--- src/rtl/fc_arb_pkg.sv ---
// Shared constants, FSM encoding and counter sizing for the FIFO round-robin arbiter.
package fc_arb_pkg;

    localparam int NUM_CH = 4;
    localparam int CH_W   = 2;

    typedef enum logic [1:0] {
        IDLE   = 2'd0,
        ACTIVE = 2'd1,
        HALT   = 2'd2
    } state_t;

    // Bits needed to hold a count from 0 up to max_count inclusive.
    function automatic int cnt_width(input int max_count);
        return $clog2(max_count + 1);
    endfunction

endpackage

--- src/rtl/rr_pick.sv ---
// Rotate-priority picker: grants the first requester after `last`, wrapping,
// so `last` itself has the lowest priority.
module rr_pick
    import fc_arb_pkg::*;
(
    input  logic [NUM_CH-1:0] req,
    input  logic [CH_W-1:0]   last,
    output logic [CH_W-1:0]   gnt,
    output logic              any
);

    logic [CH_W-1:0] idx;

    always_comb begin
        // NOTE: every output gets a default first so no path leaves it unassigned and no latch is inferred.
        gnt = last;
        any = 1'b0;
        idx = '0;
        // Walk from the farthest candidate to the nearest so the nearest requester wins.
        for (int k = NUM_CH; k >= 1; k--) begin
            idx = last + CH_W'(k);
            if (req[idx]) begin
                gnt = idx;
                any = 1'b1;
            end
        end
    end

endmodule

--- src/rtl/fifo_rr_arbiter.sv ---
// Drains four input VC FIFOs into one output FIFO with round-robin bursts.
// Build option ARB_STRICT_PRIO_EN: channel 0 becomes strict priority, channels 1-3 rotate.
module fifo_rr_arbiter
    import fc_arb_pkg::*;
#(
    parameter int DATA_WIDTH = 6,
    parameter int BURST      = 4
) (
    input  logic                         clk,
    input  logic                         rst,
    input  logic                         enb,
    input  logic [NUM_CH-1:0]            empty,
    input  logic [NUM_CH-1:0]            almost_empty,
    input  logic [NUM_CH*DATA_WIDTH-1:0] data_in,
    input  logic [NUM_CH-1:0]            pausa,
    input  logic                         error_full,
    input  logic                         out_full,
    input  logic                         out_almost_full,
    output logic [NUM_CH-1:0]            pop,
    output logic                         out_push,
    output logic [DATA_WIDTH-1:0]        out_data,
    output logic [CH_W-1:0]              grant,
    output logic                         halted
);

`ifdef ARB_STRICT_PRIO_EN
    localparam bit STRICT = 1'b1;
`else
    localparam bit STRICT = 1'b0;
`endif

    localparam int CNT_W = cnt_width(BURST);

    state_t              state;
    logic [CH_W-1:0]     rr_ptr;
    logic [CNT_W-1:0]    burst_cnt;
    logic [NUM_CH-1:0]   pop_q;
    logic [NUM_CH-1:0]   almost_empty_q;

    logic [NUM_CH-1:0]   req;
    logic [NUM_CH-1:0]   pick_req;
    logic [CH_W-1:0]     pick_gnt;
    logic                pick_any;
    logic                stall;
    logic                keep;
    logic                issue;
    logic                fresh;
    logic [CH_W-1:0]     sel;

    rr_pick u_pick (
        .req  (pick_req),
        .last (rr_ptr),
        .gnt  (pick_gnt),
        .any  (pick_any)
    );

    always_comb begin
        // A FIFO popped last cycle while holding its final entry still shows non-empty now.
        req      = ~empty & ~pausa & ~(pop_q & almost_empty_q);
        pick_req = STRICT ? (req & ~NUM_CH'(1)) : req;
        stall    = !enb || out_full || out_almost_full;
        // burst_cnt == 0 in ACTIVE marks a pending re-arbitration after a stall.
        keep     = (state == ACTIVE) && (burst_cnt != '0) &&
                   (burst_cnt < CNT_W'(BURST)) && req[grant];
        issue    = 1'b0;
        fresh    = 1'b0;
        sel      = grant;
        if (!rst && !error_full && state != HALT && !stall) begin
            if (STRICT && req[0]) begin
                issue = 1'b1;
                fresh = 1'b1;
                sel   = '0;
            end else if (keep) begin
                issue = 1'b1;
            end else if (pick_any) begin
                issue = 1'b1;
                fresh = 1'b1;
                sel   = pick_gnt;
            end
        end
        pop = issue ? (NUM_CH'(1) << sel) : '0;
    end

    always_ff @(posedge clk) begin
        if (rst) begin
            state          <= IDLE;
            grant          <= '0;
            rr_ptr         <= CH_W'(NUM_CH - 1);
            burst_cnt      <= '0;
            pop_q          <= '0;
            almost_empty_q <= '0;
            out_push       <= 1'b0;
            out_data       <= '0;
            halted         <= 1'b0;
        end else begin
            // NOTE: non-blocking assignments so every flop samples pre-edge values regardless of statement order.
            pop_q          <= pop;
            almost_empty_q <= almost_empty;
            out_push       <= issue;
            // Read data of the popped FIFO is captured at the edge that ends the pop cycle.
            if (issue) begin
                out_data <= data_in[int'(sel)*DATA_WIDTH +: DATA_WIDTH];
            end
            if (error_full || state == HALT) begin
                state  <= HALT;
                halted <= 1'b1;
            end else if (issue) begin
                state     <= ACTIVE;
                grant     <= sel;
                burst_cnt <= fresh ? CNT_W'(1) : burst_cnt + CNT_W'(1);
                if (!(STRICT && sel == '0)) begin
                    rr_ptr <= sel;
                end
            end else if (stall) begin
                burst_cnt <= '0;
            end else begin
                state <= IDLE;
            end
        end
    end

endmodule
--- config.mk ---
export PLATFORM = sky130hd
export DESIGN_NAME = fifo_rr_arbiter
export DESIGN_NICKNAME = d
export VERILOG_FILES = /design/src/rtl/fc_arb_pkg.sv /design/src/rtl/rr_pick.sv /design/src/rtl/fifo_rr_arbiter.sv
export SDC_FILE = /design/constraint.sdc
export NUM_CORES = 1
export LEC_CHECK = 0
export BUFFER_PORTS_ARGS = -buffer_cell sky130_fd_sc_hd__buf_4
export CAP_MARGIN = 10
export CORE_MARGIN = 2
export CORE_UTILIZATION = 50
export DETAILED_ROUTE_END_ITERATION = 10
export PLACE_DENSITY = 0.82
export SYNTH_ARGS = -nofsm -noshare
export SYNTH_HDL_FRONTEND = slang
export SYNTH_SLANG_ARGS = --single-unit
--- constraint.sdc ---
create_clock -name clk -period 3.8 [get_ports clk]
set_clock_uncertainty 0.1 [all_clocks]
set_input_delay 0.57 -clock clk [delete_from_list [all_inputs] [get_ports clk]]
set_output_delay 0.57 -clock clk [all_outputs]
set_load 0.05 [all_outputs]
==> impl_results.md <==
* Tightest Hold Check Type: input pin to flop
* Placed wire-length estimate at roughly 3400 microns
* Gpl congestion at 0.8314
* Worst-path cell chain: buf_4 -> a211o_1 -> mux4_2 -> or4_1 -> o2111ai_1 -> and2_1 -> nor3b_2 -> buf_4
* DRC viols at 0
* Ports at 56
* Synth warn at 0
* TritonCTS buffer count at 3
* CP Capture Type: output pin
* Synth Area per Inst at approximately 8 sq um
* Clock transition at path regs at 0.13 ns
* Synth cell types at 43
* Count of final hold-check violations at 0
* Nets at 306
* Stages on the worst setup path at 8
* Crit path launch type: input pin
* Postcts setup bufs at 0
* Ys flop type: dfxtp_1
* Routed WL at 4657 microns
* Min cycle time layout at roughly 3.7 ns
* CP most frequent cell: buf_4
* Slowest-stage cell, CP: mux4_2
* Max FO, Critical Path at 9
* Maxcap violations at 0
* Antenna Violating Nets Remaining at 0
* Starting Density at 0.5159
* Critical Path RT at 3.13 ns
* Reg2Reg Depth at 7
* Most frequent cells in the layout: 64 x buf_4, 37 x nand2_1, 25 x dfxtp_1
* DRT iter0 DRCs at 127
* Bufs and invs on worst path at 2
* Arrival @ worst endpoint at 2.98 ns
* CTS tree: yes
* Largest stage delay on the critical path at between 0.5 and 0.6 ns
* Slew Limit Fails at 0
* Status: finished clean
* Post-CTS sizing at 0
* Vias at 1811
* Final setup fails at 0
* Number of global-route vias before repair at 1684
* Die ar. at between 3000 and 4000 sq um
* Share of cells above drive strength 1 at 0.3142
* IO Port Bufs at 55
* DR pass1 iterations at 4
* Max frequency at 273.9 MHz
* Sequential fraction of the synthesis area at 0.2930
* Clk Tree Root Cell: clkbuf_4
* Setup tns final at 0 ns
* Post-CTS Hold Buffers at 0
* Most common cell after layout, fill and taps aside: buf_4
* Clk_lat worst skew at 0.32 ns
* CP delay by family, top: simple AND/OR/NAND/NOR gates
* Power density over the cells at 232.4 nW/um^2
* Diodes inserted at 0
* Core area at 3311 sq um
* Final period util at 0.9607
* Placed cell count at 303
* Wirelength per Cell at approximately 15 microns
* FFs w/ async S/R, synth at 0
* Layout area overhead at 28.57%
* H-tree Lvls at 1
* Largest net degree at the start of global routing at 32
* Max clock buf depth at 2
* Grt total ovfl at 0
* Worst Setup Path Type: input pin to output pin
* Number of clock sinks at 25
* Hold Path Cell Cnt at 2
* Die Height at 62.45 microns
* Tot GR Track Use at 0.2399
* RSZ-0062 raised after global routing: no
* Cells after synthesis at about 210
* Least-Margin Pin Slew at 0.4779 ns
* Initial antenna violation count at 0
* LEAKAGE at 0.9152 nW
* Final std cells w/o fill at 307
* VDD IR max at 0.0001709 V
* Syn Nets at approximately 260
* FF+latch count, synth at 25
* Normalized max-slew margin at 0.6814
* Site Rows at 21
* Via/cell ratio at 5.899
* Die W at 62.45 microns
* First-pass GRT wire length at 7769 microns
* Number of enable-type register cells in the synthesized netlist at 0
* Syn Std Cell Area at 1708 sq um
==> cells in the mapped netlist, types with 7 or more instances <==
| library cell | n | area (sq um) |
|---|---|---|
| o2111ai_1 | 7 | 61.31 |
| dfxtp_1 | 25 | 500.5 |
| nand3_1 | 7 | 35.03 |
| clkbuf_1 | 10 | 37.54 |
| a21oi_1 | 8 | 40.04 |
| nand2_1 | 37 | 138.9 |
| nand3b_1 | 7 | 52.55 |
| and3_1 | 9 | 56.30 |
| nor2_1 | 9 | 33.78 |
==> path summary, 6_finish.rpt <==
check / start / to / slack (ns)
setup reg to reg: pop_q[3]$_SDFF_PP0_ / out_data[4]$_SDFFE_PP0P_ / 1.01
hold / removal: almost_empty[0] / almost_empty_q[0]$_SDFF_PP0_ / 0.35
hold reg to reg: halted$_SDFFE_PP0P_ / halted$_SDFFE_PP0P_ / 0.39
setup / recovery: pausa[3] / pop[0] / 0.15
==> cells by family (layout without fill, tap and decap cells) <==
group / after synthesis / count (layout) / share of synthesized area
buf+inv: 23 / 73 / 0.06154
simple gates: 94 / 94 / 0.2872
mux: 3 / 3 / 0.02564
flops: 25 / 25 / 0.2930
compound gates: 64 / 64 / 0.3179
fa+ha+maj: 2 / 2 / 0.01465
==> flip-flops by register name, summed over array words and instances (netlist names) <==
name / flops
out_data: 6
almost_empty_q: 4
pop_q: 4
burst_cnt: 3
grant: 2
rr_ptr: 2
state: 2
halted: 1
out_push: 1
==> area by class of cell <==
| cell class | count | area [sq um] |
|---|---|---|
| multi-input cells | 163 | 1112 |
| repair buffers | 64 | 480.5 |
| inverters | 5 | 18.77 |
| well taps | 46 | 57.56 |
| fillers | 288 | 1115 |
| flip-flops and latches | 25 | 500.5 |
| clock buffers | 4 | 26.28 |
==> stage by stage <==
stage | worst slack, ns | utilization | power (W) | instance area (sq um) | hold slack (ns)
after CTS | 0.1798 | 0.6633 | 0.0005113 | 2196 | 0.3492
after detailed placement | 0.1935 | 0.6553 | 0.0003970 | 2170 | 0.3701
after floorplan | 0.05794 | - | 0.0003430 | 1718 | 0.3837
after global placement | 0.2391 | 0.6553 | 0.0003959 | 2170 | 0.3572
final | 0.1492 | 0.6633 | 0.0005104 | 2196 | 0.3494
after global routing | 0.02960 | 0.6633 | 0.0005341 | 2196 | 0.3484
==> power breakdown <==
part	internal, W	switching, W
clock	0.0000411	0.0000774
combinational	0.0000584	0.0000614
sequential	0.000268	0.00000408
==> metal layers <==
metal | share of wire | GRT usage | up-vias
met2 | 0.48 | 0.4032 | 66
met1 | 0.45 | 0.3168 | 827
met4 | 0.016 | 0.06389 | 0
met5 | 0 | 0 | -
met3 | 0.055 | 0.04324 | 12
li1 | - | - | 906
(Power assumes the default switching activity.)
